### src/rtl/limbus_sys_acortex_st_to_mm_fifo_pkg.sv
// Shared defaults, register-map addresses and status-word bit positions for the
// Avalon-ST to Avalon-MM read FIFO.
package limbus_sys_acortex_pkg;

  localparam int unsigned DATA_W_DEF      = 32;
  localparam int unsigned DEPTH_DEF       = 128;
  localparam int unsigned FULL_MARGIN_DEF = 3;

  localparam logic ADDR_DATA   = 1'b0;
  localparam logic ADDR_STATUS = 1'b1;

  localparam int unsigned STAT_LEVEL_LSB     = 0;
  localparam int unsigned STAT_LEVEL_W       = 8;
  localparam int unsigned STAT_EMPTY_BIT     = 8;
  localparam int unsigned STAT_NOT_READY_BIT = 9;
  localparam int unsigned STAT_OVERRUN_BIT   = 31;

endpackage

### src/rtl/limbus_sys_acortex_st_to_mm_fifo_if.sv
// Stream sink plus MM read-slave bundle; the FIFO block is the slave side.
interface limbus_sys_acortex_st_to_mm_fifo_if
  import limbus_sys_acortex_pkg::*;
#(
  parameter int unsigned DATA_W = DATA_W_DEF
);

  logic [DATA_W-1:0] avalonst_sink_data;
  logic              avalonst_sink_valid;
  logic              avalonst_sink_ready;

  logic              avalonmm_read_slave_address;
  logic              avalonmm_read_slave_read;
  logic              avalonmm_read_slave_waitrequest;
  logic [DATA_W-1:0] avalonmm_read_slave_readdata;
  logic              avalonmm_read_slave_readdatavalid;

  modport slave (
    input  avalonst_sink_data,
    input  avalonst_sink_valid,
    output avalonst_sink_ready,
    input  avalonmm_read_slave_address,
    input  avalonmm_read_slave_read,
    output avalonmm_read_slave_waitrequest,
    output avalonmm_read_slave_readdata,
    output avalonmm_read_slave_readdatavalid
  );

  modport master (
    output avalonst_sink_data,
    output avalonst_sink_valid,
    input  avalonst_sink_ready,
    output avalonmm_read_slave_address,
    output avalonmm_read_slave_read,
    input  avalonmm_read_slave_waitrequest,
    input  avalonmm_read_slave_readdata,
    input  avalonmm_read_slave_readdatavalid
  );

endinterface

### src/rtl/limbus_sys_acortex_st_to_mm_fifo_sc_fifo.sv
// Single-clock FIFO with a registered read port and an occupancy level output.
// DEPTH must be a power of two (>= 2) so pointers wrap naturally.
module limbus_sys_acortex_sc_fifo #(
  parameter  int unsigned DATA_W = 32,
  parameter  int unsigned DEPTH  = 128,
  localparam int unsigned PTR_W  = $clog2(DEPTH),
  localparam int unsigned LVL_W  = PTR_W + 1
) (
  input  logic              clk,
  input  logic              rst,
  input  logic              push,
  input  logic [DATA_W-1:0] wdata,
  input  logic              pop,
  output logic [DATA_W-1:0] rdata,
  output logic [LVL_W-1:0]  level
);

  logic [DATA_W-1:0] mem_q [DEPTH];
  logic [PTR_W-1:0]  wr_ptr_q, wr_ptr_d;
  logic [PTR_W-1:0]  rd_ptr_q, rd_ptr_d;
  logic [LVL_W-1:0]  level_q, level_d;
  logic [DATA_W-1:0] rdata_q, rdata_d;
  logic              wr_en, rd_en;

  always_comb begin
    rd_en    = pop && (level_q != '0);
    wr_en    = push && ((level_q != LVL_W'(DEPTH)) || rd_en);
    wr_ptr_d = wr_ptr_q;
    rd_ptr_d = rd_ptr_q;
    level_d  = level_q;
    rdata_d  = rdata_q;
    if (wr_en) wr_ptr_d = wr_ptr_q + PTR_W'(1);
    if (rd_en) begin
      rd_ptr_d = rd_ptr_q + PTR_W'(1);
      rdata_d  = mem_q[rd_ptr_q];
    end
    case ({wr_en, rd_en})
      2'b10:   level_d = level_q + LVL_W'(1);
      2'b01:   level_d = level_q - LVL_W'(1);
      default: level_d = level_q;
    endcase
  end

  always_ff @(posedge clk) begin
    if (rst) begin
      wr_ptr_q <= '0;
      rd_ptr_q <= '0;
      level_q  <= '0;
      rdata_q  <= '0;
    end else begin
      wr_ptr_q <= wr_ptr_d;
      rd_ptr_q <= rd_ptr_d;
      level_q  <= level_d;
      rdata_q  <= rdata_d;
    end
  end

  always_ff @(posedge clk) begin
    if (wr_en) mem_q[wr_ptr_q] <= wdata;
  end

  always_comb begin
    rdata = rdata_q;
    level = level_q;
  end

endmodule

### src/rtl/limbus_sys_acortex_st_to_mm_fifo.sv
// Avalon-ST sink to Avalon-MM read-slave FIFO with byte reversal on capture.
// Define ACORTEX_ST2MM_STATUS_EN to build the status port with sticky overrun.
module limbus_sys_acortex_st_to_mm_fifo
  import limbus_sys_acortex_pkg::*;
#(
  parameter int unsigned DATA_W      = DATA_W_DEF,
  parameter int unsigned DEPTH       = DEPTH_DEF,
  parameter int unsigned FULL_MARGIN = FULL_MARGIN_DEF
) (
  input logic                                 clock,
  input logic                                 reset,
  limbus_sys_acortex_st_to_mm_fifo_if.slave   bus
);

  localparam int unsigned       LVL_W     = $clog2(DEPTH) + 1;
  localparam int unsigned       BYTES     = DATA_W / 8;
  localparam logic [LVL_W-1:0]  READY_MAX = LVL_W'(DEPTH - FULL_MARGIN - 1);

  logic              push, data_rd, status_rd, rd_acc, empty;
  logic [DATA_W-1:0] wdata_swapped, fifo_rdata, status_word;
  logic [LVL_W-1:0]  fifo_level, level_post;
  logic              sink_ready_q, sink_ready_d;
  logic              rvalid_q, rvalid_d;
  logic              sel_status_q, sel_status_d;
  logic [DATA_W-1:0] status_q, status_d;

  limbus_sys_acortex_sc_fifo #(
    .DATA_W (DATA_W),
    .DEPTH  (DEPTH)
  ) u_fifo (
    .clk   (clock),
    .rst   (reset),
    .push  (push),
    .wdata (wdata_swapped),
    .pop   (data_rd),
    .rdata (fifo_rdata),
    .level (fifo_level)
  );

  always_comb begin
    empty     = (fifo_level == '0);
    push      = bus.avalonst_sink_valid && sink_ready_q;
    data_rd   = bus.avalonmm_read_slave_read &&
                (bus.avalonmm_read_slave_address == ADDR_DATA) && !empty;
    status_rd = bus.avalonmm_read_slave_read &&
                (bus.avalonmm_read_slave_address == ADDR_STATUS);
    rd_acc    = data_rd || status_rd;

    wdata_swapped = '0;
    for (int unsigned b = 0; b < BYTES; b++) begin
      wdata_swapped[8*b +: 8] = bus.avalonst_sink_data[8*(BYTES-1-b) +: 8];
    end

    // Ready looks ahead at the level after this cycle's push/pop, so it
    // drops in time for the margin to absorb no further words.
    level_post   = fifo_level + LVL_W'(push) - LVL_W'(data_rd);
    sink_ready_d = (level_post <= READY_MAX);
    rvalid_d     = rd_acc;
    sel_status_d = rd_acc ? status_rd : sel_status_q;
    status_d     = status_rd ? status_word : status_q;
  end

`ifdef ACORTEX_ST2MM_STATUS_EN
  logic overrun_q, overrun_d;

  // The status read returns the pre-clear sticky value; a fresh overrun in the
  // same cycle re-arms it for the next read.
  always_comb begin
    status_word = '0;
    status_word[STAT_LEVEL_LSB +: STAT_LEVEL_W] = STAT_LEVEL_W'(fifo_level);
    status_word[STAT_EMPTY_BIT]     = empty;
    status_word[STAT_NOT_READY_BIT] = !sink_ready_q;
    status_word[STAT_OVERRUN_BIT]   = overrun_q;
    overrun_d = (overrun_q && !status_rd) ||
                (bus.avalonst_sink_valid && !sink_ready_q);
  end

  always_ff @(posedge clock) begin
    if (reset) overrun_q <= 1'b0;
    else       overrun_q <= overrun_d;
  end
`else
  always_comb begin
    status_word = '0;
  end
`endif

  always_ff @(posedge clock) begin
    if (reset) begin
      sink_ready_q <= 1'b0;
      rvalid_q     <= 1'b0;
      sel_status_q <= 1'b0;
      status_q     <= '0;
    end else begin
      sink_ready_q <= sink_ready_d;
      rvalid_q     <= rvalid_d;
      sel_status_q <= sel_status_d;
      status_q     <= status_d;
    end
  end

  always_comb begin
    bus.avalonst_sink_ready               = sink_ready_q;
    bus.avalonmm_read_slave_waitrequest   = bus.avalonmm_read_slave_read &&
                                            (bus.avalonmm_read_slave_address == ADDR_DATA) &&
                                            empty;
    bus.avalonmm_read_slave_readdatavalid = rvalid_q;
    bus.avalonmm_read_slave_readdata      = sel_status_q ? status_q : fifo_rdata;
  end

endmodule

### src/flat_wrapper.sv
// flat-port wrapper written by rule: the top's interface ports become plain ports
module limbus_sys_acortex_st_to_mm_fifo_flat import limbus_sys_acortex_pkg::*;
#(
  parameter int unsigned DATA_W      = DATA_W_DEF,
  parameter int unsigned DEPTH       = DEPTH_DEF,
  parameter int unsigned FULL_MARGIN = FULL_MARGIN_DEF
)
  (clock, reset, bus_avalonst_sink_data, bus_avalonst_sink_valid, bus_avalonst_sink_ready, bus_avalonmm_read_slave_address, bus_avalonmm_read_slave_read, bus_avalonmm_read_slave_waitrequest, bus_avalonmm_read_slave_readdata, bus_avalonmm_read_slave_readdatavalid);
  limbus_sys_acortex_st_to_mm_fifo_if #(.DATA_W(DATA_W)) bus_i ();
  input logic clock;
  input logic reset;
  input wire logic [$bits(bus_i.avalonst_sink_data)-1:0] bus_avalonst_sink_data;
  input wire logic [$bits(bus_i.avalonst_sink_valid)-1:0] bus_avalonst_sink_valid;
  output wire logic [$bits(bus_i.avalonst_sink_ready)-1:0] bus_avalonst_sink_ready;
  input wire logic [$bits(bus_i.avalonmm_read_slave_address)-1:0] bus_avalonmm_read_slave_address;
  input wire logic [$bits(bus_i.avalonmm_read_slave_read)-1:0] bus_avalonmm_read_slave_read;
  output wire logic [$bits(bus_i.avalonmm_read_slave_waitrequest)-1:0] bus_avalonmm_read_slave_waitrequest;
  output wire logic [$bits(bus_i.avalonmm_read_slave_readdata)-1:0] bus_avalonmm_read_slave_readdata;
  output wire logic [$bits(bus_i.avalonmm_read_slave_readdatavalid)-1:0] bus_avalonmm_read_slave_readdatavalid;
  assign bus_i.avalonst_sink_data = bus_avalonst_sink_data;
  assign bus_i.avalonst_sink_valid = bus_avalonst_sink_valid;
  assign bus_avalonst_sink_ready = bus_i.avalonst_sink_ready;
  assign bus_i.avalonmm_read_slave_address = bus_avalonmm_read_slave_address;
  assign bus_i.avalonmm_read_slave_read = bus_avalonmm_read_slave_read;
  assign bus_avalonmm_read_slave_waitrequest = bus_i.avalonmm_read_slave_waitrequest;
  assign bus_avalonmm_read_slave_readdata = bus_i.avalonmm_read_slave_readdata;
  assign bus_avalonmm_read_slave_readdatavalid = bus_i.avalonmm_read_slave_readdatavalid;
  limbus_sys_acortex_st_to_mm_fifo #(.DATA_W(DATA_W), .DEPTH(DEPTH), .FULL_MARGIN(FULL_MARGIN)) u_core (.clock(clock), .reset(reset), .bus(bus_i));
endmodule
### config.mk
export PLATFORM = sky130hd
export DESIGN_NAME = limbus_sys_acortex_st_to_mm_fifo_flat
export DESIGN_NICKNAME = d
export VERILOG_FILES = /design/src/rtl/limbus_sys_acortex_st_to_mm_fifo_pkg.sv /design/src/rtl/limbus_sys_acortex_st_to_mm_fifo_if.sv /design/src/rtl/limbus_sys_acortex_st_to_mm_fifo_sc_fifo.sv /design/src/rtl/limbus_sys_acortex_st_to_mm_fifo.sv /design/src/flat_wrapper.sv
export SDC_FILE = /design/constraint.sdc
export NUM_CORES = 2
export LEC_CHECK = 0
export CELL_PAD_IN_SITES_DETAIL_PLACEMENT = 1
export CELL_PAD_IN_SITES_GLOBAL_PLACEMENT = 2
export CORE_ASPECT_RATIO = 2
export CORE_MARGIN = 8
export CORE_UTILIZATION = 24
export DETAILED_ROUTE_END_ITERATION = 12
export GPL_TIMING_DRIVEN = 0
export PLACE_DENSITY_LB_ADDON = 0.1
export SKIP_CTS_REPAIR_TIMING = 1
export SKIP_LAST_GASP = 1
export SLEW_MARGIN = 10
export SYNTH_ARGS = -nofsm -noshare
export SYNTH_HDL_FRONTEND = slang
export SYNTH_SLANG_ARGS = --single-unit
### constraint.sdc
create_clock -name clock -period 7.8 [get_ports clock]
set_input_delay 1.95 -clock clock [delete_from_list [all_inputs] [get_ports clock]]
set_output_delay 1.95 -clock clock [all_outputs]
set_load 0.03 [all_outputs]
==> impl_metrics.ini <==
[run_status]
status = complete, but fails checks
violations = max-capacitance violations

[logic_synthesis]
yosys.area.top_type = edfxtp_1
ys.flop_type = edfxtp_1
synth_enable_flop_cells = 4096
synth_cells = 7181
synthesis.area_um2 = 159800
syn_avg_cell_area_um2 = 22.25
synth_top_area_frac = 0.7697
synth_nets = 7240
ys_types = 68
ys_ff_latch = 4153
ys_async_sr_fraction = 0
ys_seq_area_frac = 0.7769
synthTopCellsByArea = edfxtp_1 (77%), mux4_2 (13%), mux2i_1 (2.5%)
ys_warn_count = 0

[critical_path]
regToRegStartpoint = u_core.u_fifo.rd_ptr_q[2]
path_class = register to register
worstPathArrival_ns = 8.35
cp_max_fo = 10
timing.rr.end = u_core.u_fifo.rdata[9]
cp-start-kind = register
cp-end-kind = register
reg2reg_slack_ns = 0.38
cp_slowest_stage_delay_ns = 1.13
cp_slowest_cell = buf_2
cpMostUsedCell = buf_2
path_cells = buf_2 -> buf_2 -> buf_4 -> buf_2 -> buf_2 -> buf_2 -> mux2i_1 -> o21ai_1 -> nand3_1 -> a32oi_1
worst-r2r-cell-count = 10
critPathRequiredTime_ns = 8.73

[floorplan]
start_util = 0.2404
ios = 72
die_w_um = 593.0
dieArea_um2 = 693800
die_h_um = 1170
coreArea_um2 = 664700
rows = 424

[detailed_routing]
vias_per_cell = 4.941
first_pass_iters = 5
wl_per_cell_um = 46.47
drc = 0
num_vias = 85070
wl_um = 800000
first_iter_violations = 10100
ant_nets = 0

[cts]
cts.htree.levels = 5
cts_buffer_depth = 5
clk_latency_ns = 1.05
cts_tree = yes
cts_buffers = 441
clkTransAtPathRegs_ns = 0.06
cts_root_buf = clkbuf_16
cts_sinks = 4153

[timing]
fin_crit_ns = 7.418
fin_skew_ns = 0.06446
drv_slew = 0
finalSetupViolations = 0
hold_viol_final = 0
finalSetupTns_ns = 0
final.setup.worst_slack_ns = 0.3817
fin_hold_ws_ns = 0.4766
worst-slew-pin-transition_ns = 1.431
slew_headroom = 0.02101
rsz0062_at_grt = false
min_period_over_period = 0.9511
fmax_mhz = 134.8

[min_path]
hold_depth = 2
min_to = u_core.u_fifo.rdata[8]
min_path_type = register to register
min_from = u_core.u_fifo.rdata[8]

[placed_design]
place_ws_ns = -0.2718
dp_cells = 16380
io_buffers = 70
place.detailed.hpwl_um = 585300
gp_congestion = 0.8304

[power_and_ir_drop]
vdd_drop_max_mv = 0.2096
swShare = 0.2784
finalPower_mw = 54.50
power.switching_mw = 15.17
power_frac_seq = 0.454
power.density_nw_per_um2 = 279.4
p_int_mw = 39.33
clockPowerShare = 0.388
power_frac_comb = 0.158
p_leak_nw = 57.50

[grt]
antenna_found_initial = 96
grt_max_degree = 93
grt_pass1_wl_um = 1004000
overflow = 0
grtUsageTotal = 0.2255
grt_pass1_vias = 86020

[layout]
area_delta_synth_final_pct = 22.08
nets = 8150
drive_above_1_share = 0.3009
fillers = 66560
layout.cells.non_filler = 17220

[job]
drv_cap = 2
==> layout by cell type, fill, tap and decap left out, types with 63 or more instances in the layout <==
| master | count |
|---|---|
| a21oi_1 | 107 |
| a22oi_1 | 72 |
| buf_12 | 246 |
| buf_16 | 111 |
| buf_2 | 145 |
| buf_4 | 89 |
| clkbuf_1 | 162 |
| clkbuf_16 | 442 |
| clkbuf_2 | 77 |
| clkinv_1 | 88 |
| clkinv_2 | 65 |
| edfxtp_1 | 4096 |
| mux2i_1 | 407 |
| mux4_2 | 941 |
| nand2_1 | 98 |
| nor2_1 | 114 |
| nor2_4 | 126 |
| nor2b_1 | 69 |
| o221ai_1 | 63 |
| o22ai_1 | 76 |
==> kinds of logic (layout without fill, tap and decap cells) <==
logic type / Yosys count / after routing / synth area share
AO/OA/AOI/OAI: 607 / 607 / 0.02720
XOR/XNOR: 21 / 21 / 0.001151
adder cells (fa/ha/maj): 22 / 22 / 0.001817
buffers and inverters: 425 / 1670 / 0.01551
flip-flops: 4153 / 4153 / 0.7769
multiplexers: 1394 / 1394 / 0.1614
other: 0 / 57 / 0
AND/OR/NAND/NOR: 559 / 559 / 0.01608
==> synthesized netlist by cell type, types with 36 or more instances <==
library cell / number
nand2_1: 98
dfxtp_1: 57
a22oi_1: 72
a221oi_1: 36
mux4_2: 941
clkbuf_1: 147
buf_2: 127
nor2_1: 244
mux2_2: 46
nor2b_1: 70
o221ai_1: 63
nor3_1: 44
buf_4: 68
mux2i_1: 407
o21ai_0: 48
edfxtp_1: 4096
o22ai_1: 78
a211oi_1: 65
a21oi_1: 108
==> worst max path at each step <==
stage          slack, ns                         end  depth (start not counted)                    startpoint
2_1_floorplan       1.93  u_core.u_fifo.mem_q[31][0]                          7  bus_avalonmm_read_slave_read
3_3_place_gp       -5.39  u_core.u_fifo.mem_q[31][8]                          8  bus_avalonmm_read_slave_read
3_5_place_dp       -0.27      u_core.u_fifo.level[6]                         17  bus_avalonmm_read_slave_read
4_1_cts             0.36      u_core.u_fifo.rdata[9]                         10     u_core.u_fifo.rd_ptr_q[2]
5_1_grt             0.60      u_core.u_fifo.level[6]                         17  bus_avalonmm_read_slave_read
6_report            0.38      u_core.u_fifo.rdata[9]                         10     u_core.u_fifo.rd_ptr_q[2]
==> power groups by stage <==
stage	clock [mW]	combinational (mW)	sequential [mW]
6_report	21.1	8.61	24.7
5_1_grt	22.2	8.82	24.7
4_1_cts	21.6	8.82	24.7
3_5_place_dp	0	8.81	25.2
3_3_place_gp	0	8.56	25.4
2_1_floorplan	0	4.18	25.1
==> critical path: cells and delay by family, from the launching register on <==
family	cells	cell delay (ns)
multiplexers	1	0.50
AO/OA/AOI/OAI	2	1.24
AND/OR/NAND/NOR	1	0.68
buffers and inverters	6	4.38
flip-flops	1	0.31
==> state kept, by name, indices dropped and copies added (netlist names) <==
signal                                        count
u_core.u_fifo.wr_ptr_q                            7
u_core.u_fifo.rd_ptr_q                            7
u_core.bus.avalonmm_read_slave_readdatavalid      1
u_core.u_fifo.rdata                              32
u_core.bus.avalonst_sink_ready                    1
u_core.sel_status_q                               1
u_core.u_fifo.level                               8
u_core.u_fifo.mem_q                            4096
==> per-stage QoR <==
stage	area, µm²	utilization
floorplan	159800	-
global placement	171400	0.2579
detailed placement	181100	0.2725
CTS	194900	0.2933
global route	195000	0.2933
finish	195100	0.2935
==> metal layers <==
metal	routed length, µm	share of wire	GRT usage
met2	401800	0.50	0.3906
met5	93	0.00012	0
met1	322000	0.40	0.2828
met4	39600	0.050	0.09746
met3	36490	0.046	0.02804
==> cell type report <==
cell class / instances / area (µm²) / share of cell area
clock buffers: 548 / 11600 / 0.05946
flip-flops and latches: 4153 / 124100 / 0.6363
clock inverters: 230 / 2196 / 0.01126
plain buffers: 409 / 2539 / 0.01301
repair buffers: 467 / 9061 / 0.04645
inverters: 16 / 60.06 / 0.0003079
well taps: 8733 / 10930 / 0.05601
diodes: 57 / 142.6 / 0.0007312
multi-input cells: 2603 / 34420 / 0.1764
Power figures use the tool's default switching activity.
